--- src/rtl/alu_pkg.sv ---
// Shared types for the iterative add/sub unit: FSM state encoding,
// result flag bundle and a small overflow helper.
package alu_pkg;

    typedef enum logic [1:0] {
        IDLE = 2'd0,
        BUSY = 2'd1,
        DONE = 2'd2
    } state_t;

    typedef struct packed {
        logic z;
        logic v;
        logic n;
    } flags_t;

    // Two's-complement overflow: operands agree in sign, result disagrees.
    function automatic logic signed_ovf(input logic a_msb, input logic b_msb, input logic s_msb);
        return (a_msb == b_msb) && (s_msb != a_msb);
    endfunction

endpackage

--- src/rtl/add_chunk.sv ---
// Combinational CHUNK-bit ripple slice with carry in and carry out.
module add_chunk #(
    parameter int CHUNK = 8
) (
    input  logic [CHUNK-1:0] a,
    input  logic [CHUNK-1:0] b,
    input  logic             cin,
    output logic [CHUNK-1:0] s,
    output logic             cout
);

    assign {cout, s} = {1'b0, a} + {1'b0, b} + {{CHUNK{1'b0}}, cin};

endmodule

--- src/rtl/add_sub_iter.sv ---
// Iterative adder/subtractor: processes CHUNK bits per cycle over
// K = WIDTH/CHUNK cycles, with valid/ready handshakes on both sides.
// Optional saturation (port Sat) is enabled by defining ADD_SUB_ITER_SAT_EN.
module add_sub_iter
    import alu_pkg::*;
#(
    parameter int WIDTH = 32,
    parameter int CHUNK = 8
) (
    input  logic             clk,
    input  logic             reset,
    input  logic [WIDTH-1:0] A,
    input  logic [WIDTH-1:0] B,
    input  logic             Sign,
    input  logic             Sub,
    input  logic             in_valid,
    output logic             in_ready,
    output logic [WIDTH-1:0] S,
    output logic             Z,
    output logic             V,
    output logic             N,
    output logic             out_valid,
    input  logic             out_ready
`ifdef ADD_SUB_ITER_SAT_EN
    ,
    input  logic             Sat
`endif
);

    localparam int K    = (CHUNK > 0) ? WIDTH / CHUNK : 1;
    localparam int IDXW = (K > 1) ? $clog2(K) : 1;

    // Reject geometries that cannot be split into whole chunks.
    generate
        if (CHUNK < 1) begin : g_bad_chunk
            $error("add_sub_iter: CHUNK must be at least 1");
        end else if ((WIDTH % CHUNK) != 0) begin : g_bad_ratio
            $error("add_sub_iter: WIDTH must be a multiple of CHUNK");
        end
    endgenerate

    state_t            state_reg, state_next;
    logic [WIDTH-1:0]  a_reg, b_reg;        // b_reg holds B or ~B
    logic              sign_reg, sub_reg, carry_reg;
    logic [IDXW-1:0]   idx_reg;
    logic [WIDTH-1:0]  sum_reg, sum_next;   // partial sum under construction
    logic [WIDTH-1:0]  s_reg, res_final;
    flags_t            flags_reg, flags_final;
    logic [CHUNK-1:0]  a_chunk, b_chunk, chunk_s;
    logic              chunk_cout;
    logic              last_chunk;
`ifdef ADD_SUB_ITER_SAT_EN
    logic              sat_reg;
`endif

    assign last_chunk = (idx_reg == IDXW'(K - 1));
    assign a_chunk    = CHUNK'(a_reg >> (idx_reg * CHUNK));
    assign b_chunk    = CHUNK'(b_reg >> (idx_reg * CHUNK));

    add_chunk #(.CHUNK(CHUNK)) u_add_chunk (
        .a    (a_chunk),
        .b    (b_chunk),
        .cin  (carry_reg),
        .s    (chunk_s),
        .cout (chunk_cout)
    );

    // Merge the freshly computed chunk into the partial sum at the current index.
    generate
        for (genvar gi = 0; gi < K; gi++) begin : g_merge
            assign sum_next[gi*CHUNK +: CHUNK] =
                (idx_reg == IDXW'(gi)) ? chunk_s : sum_reg[gi*CHUNK +: CHUNK];
        end
    endgenerate

    // Final result and flags, valid when the last chunk is being added.
    always_comb begin
        res_final   = sum_next;
        flags_final = '0;
        if (sign_reg) begin
            flags_final.v = signed_ovf(a_reg[WIDTH-1], b_reg[WIDTH-1], sum_next[WIDTH-1]);
            flags_final.n = sum_next[WIDTH-1] ^ flags_final.v;
        end else begin
            // For subtraction the carry out is the inverted borrow.
            flags_final.v = sub_reg ? ~chunk_cout : chunk_cout;
            flags_final.n = 1'b0;
        end
`ifdef ADD_SUB_ITER_SAT_EN
        if (sat_reg && flags_final.v) begin
            if (sign_reg) begin
                res_final = flags_final.n ? {1'b1, {(WIDTH-1){1'b0}}}
                                          : {1'b0, {(WIDTH-1){1'b1}}};
            end else begin
                res_final = sub_reg ? '0 : '1;
            end
        end
`endif
        flags_final.z = (res_final == '0);
    end

    // FSM state register.
    always_ff @(posedge clk) begin
        if (reset) begin
            state_reg <= IDLE;
        end else begin
            state_reg <= state_next;
        end
    end

    // FSM next-state and handshake outputs.
    always_comb begin
        state_next = state_reg;
        in_ready   = 1'b0;
        out_valid  = 1'b0;
        case (state_reg)
            IDLE: begin
                in_ready = 1'b1;
                if (in_valid) begin
                    state_next = BUSY;
                end
            end
            BUSY: begin
                if (last_chunk) begin
                    state_next = DONE;
                end
            end
            DONE: begin
                out_valid = 1'b1;
                if (out_ready) begin
                    state_next = IDLE;
                end
            end
            default: state_next = IDLE;
        endcase
    end

    // Operand capture, chunk iteration and result/flag registers.
    always_ff @(posedge clk) begin
        if (reset) begin
            a_reg     <= '0;
            b_reg     <= '0;
            sign_reg  <= 1'b0;
            sub_reg   <= 1'b0;
            carry_reg <= 1'b0;
            idx_reg   <= '0;
            sum_reg   <= '0;
            s_reg     <= '0;
            flags_reg <= '0;
`ifdef ADD_SUB_ITER_SAT_EN
            sat_reg   <= 1'b0;
`endif
        end else begin
            case (state_reg)
                IDLE: begin
                    if (in_valid) begin
                        a_reg     <= A;
                        b_reg     <= Sub ? ~B : B;
                        sign_reg  <= Sign;
                        sub_reg   <= Sub;
                        carry_reg <= Sub;
                        idx_reg   <= '0;
                        sum_reg   <= '0;
`ifdef ADD_SUB_ITER_SAT_EN
                        sat_reg   <= Sat;
`endif
                    end
                end
                BUSY: begin
                    sum_reg   <= sum_next;
                    carry_reg <= chunk_cout;
                    if (last_chunk) begin
                        idx_reg   <= '0;
                        s_reg     <= res_final;
                        flags_reg <= flags_final;
                    end else begin
                        idx_reg <= idx_reg + 1'b1;
                    end
                end
                default: begin
                end
            endcase
        end
    end

    assign S = s_reg;
    assign Z = flags_reg.z;
    assign V = flags_reg.v;
    assign N = flags_reg.n;

endmodule

--- config.mk ---
export PLATFORM = sky130hd
export DESIGN_NAME = add_sub_iter
export DESIGN_NICKNAME = d
export VERILOG_FILES = /design/src/rtl/alu_pkg.sv /design/src/rtl/add_chunk.sv /design/src/rtl/add_sub_iter.sv
export SDC_FILE = /design/constraint.sdc
export NUM_CORES = 1
export LEC_CHECK = 0
export ABC_AREA = 1
export CAP_MARGIN = 5
export CORE_AREA = 5 5 165 167
export CTS_CLUSTER_DIAMETER = 120
export DETAILED_ROUTE_END_ITERATION = 16
export DIE_AREA = 0 0 170 172
export MAX_ROUTING_LAYER = met4
export RECOVER_POWER = 25
export SLEW_MARGIN = 20
export SYNTH_ARGS = -nofsm -noshare
export SYNTH_HDL_FRONTEND = slang
export SYNTH_SLANG_ARGS = --single-unit
export TNS_END_PERCENT = 50
--- constraint.sdc ---
create_clock -name clk -period 6.35 [get_ports clk]
set_input_delay 1.27 -clock clk [delete_from_list [all_inputs] [get_ports clk]]
set_output_delay 1.27 -clock clk [all_outputs]
set_load 0.03 [all_outputs]
* After elaboration in Yosys (flattened, before gate mapping)
Cells that the tools add are included.
** Word-level totals
- Bits in registers :: 138
- Output and inout bits :: 37
** Operators by class
- $add $sub $neg :: 3
- Equal/unequal tests :: 10
- Shift operators :: 2
- Mux-type cells :: 20
- Bitwise gates (word level) :: 3
- Reduce and logical (&&, ||, !) cells :: 9
** Operators by type and width (count)
- two-way mux 32 bit :: 2
- case mux 32 bit (2 select lines) :: 1
- right shift 32 x 5 -> 8 bit :: 2
- zero test 32 bit :: 1
- two-way mux 8 bit :: 4
- NOT 32 bit :: 1
- two-way mux 2 bit :: 6
- adder 8 x 8 -> 9 bit :: 1
- adder 9 x 1 -> 9 bit :: 1
- == test 2 bit, second input constant :: 3
- != test 2 bit, second input constant :: 3
- case mux 2 bit (3 select lines) :: 1
- AND reduction 2 bit :: 3
- == test 2 x 1 -> 1 bit, second input constant :: 2
- zero test 2 bit :: 2
- two-way mux 1 bit :: 4
- case mux 2 bit (2 select lines) :: 1
- AND reduction 3 bit :: 1
- adder 2 x 1 -> 2 bit, second input constant :: 1
- case mux 1 bit (2 select lines) :: 1
- nonzero test 2 bit :: 1
- == test 1 bit :: 1
- logical AND 1 bit :: 1
- != test 1 bit :: 1
- 2 further kinds :: 2

* Longest topological paths before layout
- Word-level depth :: 8
- Depth in mapped cells :: 22

* By module
From an unflattened synthesis, not the netlist that was laid out.
** Second synthesis, totals
- Cell total of the unflattened synthesis :: 912
- Area total of the unflattened synthesis :: 6495.0 sq um
** Modules (own cells, without submodules)
- add_sub_iter :: instances 1, cells each 853, area an instance 6110.9 sq um
- add_chunk :: instances 1, cells each 59, area an instance 384.1 sq um

* Worst setup path before layout
OpenSTA, ideal clock, no wires.
- Path kind :: reg-to-reg
- Start :: register idx_reg[0]
- End :: register flags_reg, in the netlist Z
- Setup time :: 131 ps
- Arrival :: 2736 ps
- Setup slack :: 3483 ps
- Stages on the path, launching flop included :: 19
- Buffers on the path :: 2
- Clock period less this slack :: 2867 ps
- Path through :: dfxtp_1 -> clkbuf_1 -> inv_1 -> clkbuf_1 -> o21ai_0 -> o22ai_1 -> fa_1 -> inv_1 -> fa_1 -> o21ai_0 -> nor2_1 -> nand3_1 -> nor2_1 -> nand3_1 -> nor2_1 -> nand2_1 -> nor2_1 -> nand2_1 -> a21oi_2
** On the way
- Longest elaborated chain between the ends :: 5
** RTL lines
- start, declared :: RTL line add_sub_iter.sv:45 : logic [IDXW-1:0] idx_reg;
- start signal, assigned :: RTL line add_sub_iter.sv:176 : idx_reg <= idx_reg + 1'b1;
- right shift 32 x 5 -> 8 bit, on equally long branches :: RTL line add_sub_iter.sv:57, add_sub_iter.sv:58
- adder 8 x 8 -> 9 bit :: RTL line add_chunk.sv:12 : assign {cout, s} = {1'b0, a} + {1'b0, b} + {{CHUNK{1'b0}}, cin};
- adder 9 x 1 -> 9 bit :: RTL line add_chunk.sv:12
- two-way mux 8 bit :: RTL line add_sub_iter.sv:72 : (idx_reg == IDXW'(gi)) ? chunk_s : sum_reg[gi*CHUNK +: CHUNK];
- zero test 32 bit :: RTL line add_sub_iter.sv:98 : flags_final.z = (res_final == '0);
- end signal, assigned :: RTL line add_sub_iter.sv:174 : flags_reg <= flags_final;
- end, declared :: RTL line add_sub_iter.sv:48 : flags_t flags_reg, flags_final;
Several ways; a longest one is shown, not always the timed one.
A chain may end at the register's enable or synchronous reset.

* Final worst setup path
- Start :: input in_valid
- End :: register carry_reg
** On the way
- Longest elaborated chain between the ends :: 2
** RTL lines
- start, declared :: RTL line add_sub_iter.sv:16 : input logic in_valid,
- != test 2 bit (no line)
- AND reduction 2 bit (no line)
- end signal, assigned :: RTL line add_sub_iter.sv:160 : carry_reg <= Sub;
- end signal, assigned :: RTL line add_sub_iter.sv:170 : carry_reg <= chunk_cout;
- end, declared :: RTL line add_sub_iter.sv:44 : logic sign_reg, sub_reg, carry_reg;
No other way between the ends.

==> metrics.txt <==
# TYPE chip_impl_metric gauge
chip_impl_info{name="outcome",value="complete, but fails checks"} 1
chip_impl_info{name="failing_checks",value="max-capacitance violations, max-slew violations"} 1
chip_impl_metric{name="area_delta_synth_final",unit="%"} 28.9
chip_impl_metric{name="synth_warnings",unit=""} 0
chip_impl_info{name="cp_top_family",value="buffers and inverters"} 1
chip_impl_metric{name="max-slew-margin-rel",unit=""} -0.176
chip_impl_metric{name="htree_num_levels",unit=""} 4
chip_impl_metric{name="period_minus_slack",unit="ps"} 4110
chip_impl_metric{name="dp_cells",unit=""} 1305
chip_impl_metric{name="critical_path_cell_count",unit=""} 6
chip_impl_metric{name="crit_arrival",unit="ps"} 4450
chip_impl_info{name="tritoncts",value="built"} 1
chip_impl_metric{name="min_path_cells",unit=""} 2
chip_impl_metric{name="design.final.nets",unit=""} 1072
chip_impl_info{name="path_class_of_the_lowest_slack_min_delay_path",value="reg2reg"} 1
chip_impl_metric{name="worstMarginPinSlew",unit="ps"} 1760
chip_impl_metric{name="data_required_time_at_the_worst_endpoint",unit="ps"} 6690
chip_impl_metric{name="p_leak",unit="nW"} 3.53
chip_impl_metric{name="setup_viol",unit=""} 0
chip_impl_metric{name="final_antenna_net_count",unit=""} 0
chip_impl_metric{name="antenna_cells_inserted",unit=""} 0
chip_impl_metric{name="ys_seq_elements",unit=""} 137
chip_impl_metric{name="die_footprint",unit="µm²"} 29200
chip_impl_metric{name="die_width",unit="µm"} 170
chip_impl_metric{name="post-route-drc-count",unit=""} 0
chip_impl_metric{name="layout_setup_ws",unit="ps"} 2240
chip_impl_metric{name="grt_antenna_before_repair",unit=""} 0
chip_impl_metric{name="design_power_total",unit="mW"} 2.48
chip_impl_metric{name="mapped_cells",unit=""} 914
chip_impl_metric{name="ctsLongestPathBuffers",unit=""} 2
chip_impl_info{name="cp-start-kind",value="input pin"} 1
chip_impl_info{name="crit_path_frequent_cell",value="sky130_fd_sc_hd__nand2_1"} 1
chip_impl_metric{name="final.hold.worst_slack",unit="ps"} 459
chip_impl_metric{name="grt_start_max_net_pins",unit=""} 97
chip_impl_info{name="rsz0062_at_grt",value="no"} 1
chip_impl_metric{name="setup_bufs_post_cts",unit=""} 0
chip_impl_metric{name="fin_worst_skew",unit="ps"} 10.3
chip_impl_metric{name="cts-buffers-inserted",unit=""} 17
chip_impl_metric{name="dr_total_vias",unit=""} 5975
chip_impl_info{name="cpMaxStageDelayCell",value="sky130_fd_sc_hd__clkbuf_2"} 1
chip_impl_metric{name="layout-drive-gt1-share",unit=""} 0.0709
chip_impl_metric{name="netlist-cell-type-count",unit=""} 35
chip_impl_metric{name="hold_violations",unit=""} 0
chip_impl_metric{name="synthesis.nets",unit=""} 997
chip_impl_info{name="setup.worst_path.end_class",value="flop"} 1
chip_impl_metric{name="ctsResizeCount",unit=""} 0
chip_impl_metric{name="synth_seq_area_share",unit=""} 0.418
chip_impl_metric{name="vdd_ir_drop_max",unit="V"} 0.000151
chip_impl_metric{name="rr_worst_depth",unit=""} 18
chip_impl_metric{name="grt_util_all_layers",unit=""} 0.133
chip_impl_metric{name="ff_latch_area",unit="µm²"} 2740
chip_impl_metric{name="final_setup_tns",unit="ps"} 0
chip_impl_metric{name="crit_path_max_fanout",unit=""} 96
chip_impl_metric{name="drt_iter0_drcs",unit=""} 404
chip_impl_metric{name="fp-row-count",unit=""} 59
chip_impl_metric{name="synth.avg_cell_area",unit="µm²"} 7.18
chip_impl_metric{name="total_wirelength",unit="µm"} 18800
chip_impl_metric{name="clk_pin_slew_worst_paths",unit="ps"} 60
chip_impl_metric{name="chipHeight",unit="µm"} 172
chip_impl_info{name="clk_root_buffer_cell",value="sky130_fd_sc_hd__clkbuf_16"} 1
chip_impl_metric{name="portBuffers",unit=""} 106
chip_impl_info{name="highest_count_cells_in_the_layout_ignoring_fill_and_taps",value="sky130_fd_sc_hd__nand2_1 (184), sky130_fd_sc_hd__nor2_1 (150), sky130_fd_sc_hd__dfxtp_1 (137)"} 1
chip_impl_metric{name="dp_hpwl",unit="µm"} 13500
chip_impl_metric{name="max_freq",unit="MHz"} 243
chip_impl_metric{name="detailedRoute.firstPassIterationCount",unit=""} 5
chip_impl_metric{name="maxCapViolCount",unit=""} 2
chip_impl_info{name="layout_commonest_cell",value="sky130_fd_sc_hd__nand2_1"} 1
chip_impl_metric{name="mappedNetlistArea",unit="µm²"} 6570
chip_impl_metric{name="fin_crit_sh",unit=""} 0.647
chip_impl_metric{name="nFillCells",unit=""} 2744
chip_impl_info{name="timing_worst_setup_path_type",value="in2reg"} 1
chip_impl_info{name="timing.critical_path.cells",value="clkdlybuf4s50_1, nand2_1, inv_1, clkbuf_2, nand2_1, a31oi_1"} 1
chip_impl_metric{name="gr-total-overflow",unit=""} 0
chip_impl_metric{name="core-area",unit="µm²"} 25600
chip_impl_metric{name="cts_sinks",unit=""} 137
chip_impl_metric{name="drt-wirelength-per-cell",unit="µm"} 14.1
chip_impl_metric{name="final-instance-count-excl-fill",unit=""} 1336
chip_impl_metric{name="area_of_combinational_cells_with_multiple_inputs",unit="µm²"} 3350
chip_impl_metric{name="report.final.slew_viol_count",unit=""} 132
chip_impl_metric{name="start_util",unit=""} 0.256
chip_impl_metric{name="crit_path_max_incr_delay",unit="ps"} 1310
chip_impl_metric{name="top_level_ports",unit=""} 107
chip_impl_metric{name="place_ws",unit="ps"} 2320
chip_impl_metric{name="number_of_buffer_and_inverter_stages_on_the_critical_path",unit=""} 3
chip_impl_metric{name="clkLatencyLatePin",unit="ps"} 420
chip_impl_metric{name="routed_via_count_divided_by_cell_count",unit=""} 4.47
chip_impl_metric{name="finalWeightedCongestion",unit=""} 0.821
chip_impl_metric{name="via_count_of_the_first_global_routing_pass",unit=""} 5578
chip_impl_metric{name="pwr_density_cell",unit="nW/µm²"} 293
chip_impl_metric{name="cts_hold_buffers",unit=""} 0
chip_impl_metric{name="wire_length_of_the_first_global_routing_pass",unit="µm"} 29900
-- per-layer routing --
metal	part of all wire	vias to the layer above	wire length (µm)	GRT usage
met5	0	-	0	-
met4	0.016	0	293	0.0389
met3	0.037	20	688	0.0286
met2	0.46	119	8600	0.201
met1	0.49	2706	9250	0.180
li1	-	3130	-	-
-- cells by family (layout without fill, tap and decap cells) --
kind of cell,count (synthesis),after routing,synth area share
XOR/XNOR,32,32,0.0427
AND/OR/NAND/NOR,398,398,0.248
buffers and inverters,119,206,0.0726
adder cells (fa/ha/maj),13,13,0.0271
AO/OA/AOI/OAI,215,215,0.192
flip-flops,137,137,0.418
-- metrics by stage --
| stage | utilization | cell area, µm² |
|---|---|---|
| CTS | 0.331 | 8480 |
| detailed placement | 0.306 | 7850 |
| global route | 0.330 | 8470 |
| finish | 0.330 | 8470 |
| floorplan | - | 6570 |
| global placement | 0.306 | 7850 |
-- path summary, 6_finish.rpt --
check	end	from	slack [ps]
setup / recovery	carry_reg$_SDFFE_PP0P_	in_valid	2240
hold / removal	b_reg[1]$_SDFFE_PP0P_	b_reg[1]$_SDFFE_PP0P_	460
hold reg to reg	b_reg[1]$_SDFFE_PP0P_	b_reg[1]$_SDFFE_PP0P_	460
setup reg to reg	Z$_SDFFE_PP0P_	idx_reg[1]$_SDFFE_PP0P_	2370
-- worst min-delay path: stages, from the launching register on --
cell and delay, ps:
sky130_fd_sc_hd__dfxtp_1 290, sky130_fd_sc_hd__inv_1 60, sky130_fd_sc_hd__a21oi_1 60
-- area by class of cell --
type / count / area share
flip-flops and latches: 137 / 0.324
inverters: 61 / 0.0270
clock inverters: 10 / 0.0197
repair buffers: 114 / 0.130
multi-input cells: 658 / 0.395
clock buffers: 21 / 0.0544
well taps: 335 / 0.0495
-- power breakdown --
| part | internal (mW) | switching (mW) | total [mW] |
|---|---|---|---|
| Clock | 0.677 | 0.379 | 1.06 |
| Combinational | 0.179 | 0.314 | 0.492 |
| Sequential | 0.907 | 0.0265 | 0.934 |
-- Yosys cell counts, drive strengths merged --
master / n / area share
a211oi: 31 / 0.035
a21oi: 52 / 0.041
a31oi: 1 / 0.00095
a32oi: 2 / 0.0027
buf: 20 / 0.016
clkbuf: 38 / 0.022
clkinv: 2 / 0.0011
dfxtp: 137 / 0.42
fa: 2 / 0.0061
ha: 11 / 0.021
inv: 59 / 0.034
nand2: 191 / 0.11
nand3: 39 / 0.033
nor2: 155 / 0.091
o211ai: 8 / 0.0091
o21a: 2 / 0.0023
o21ai: 88 / 0.067
o21bai: 16 / 0.018
o221a: 1 / 0.0017
o22ai: 14 / 0.013
or2: 13 / 0.012
xnor2: 31 / 0.041
xor2: 1 / 0.0013
(Power assumes the default switching activity.)
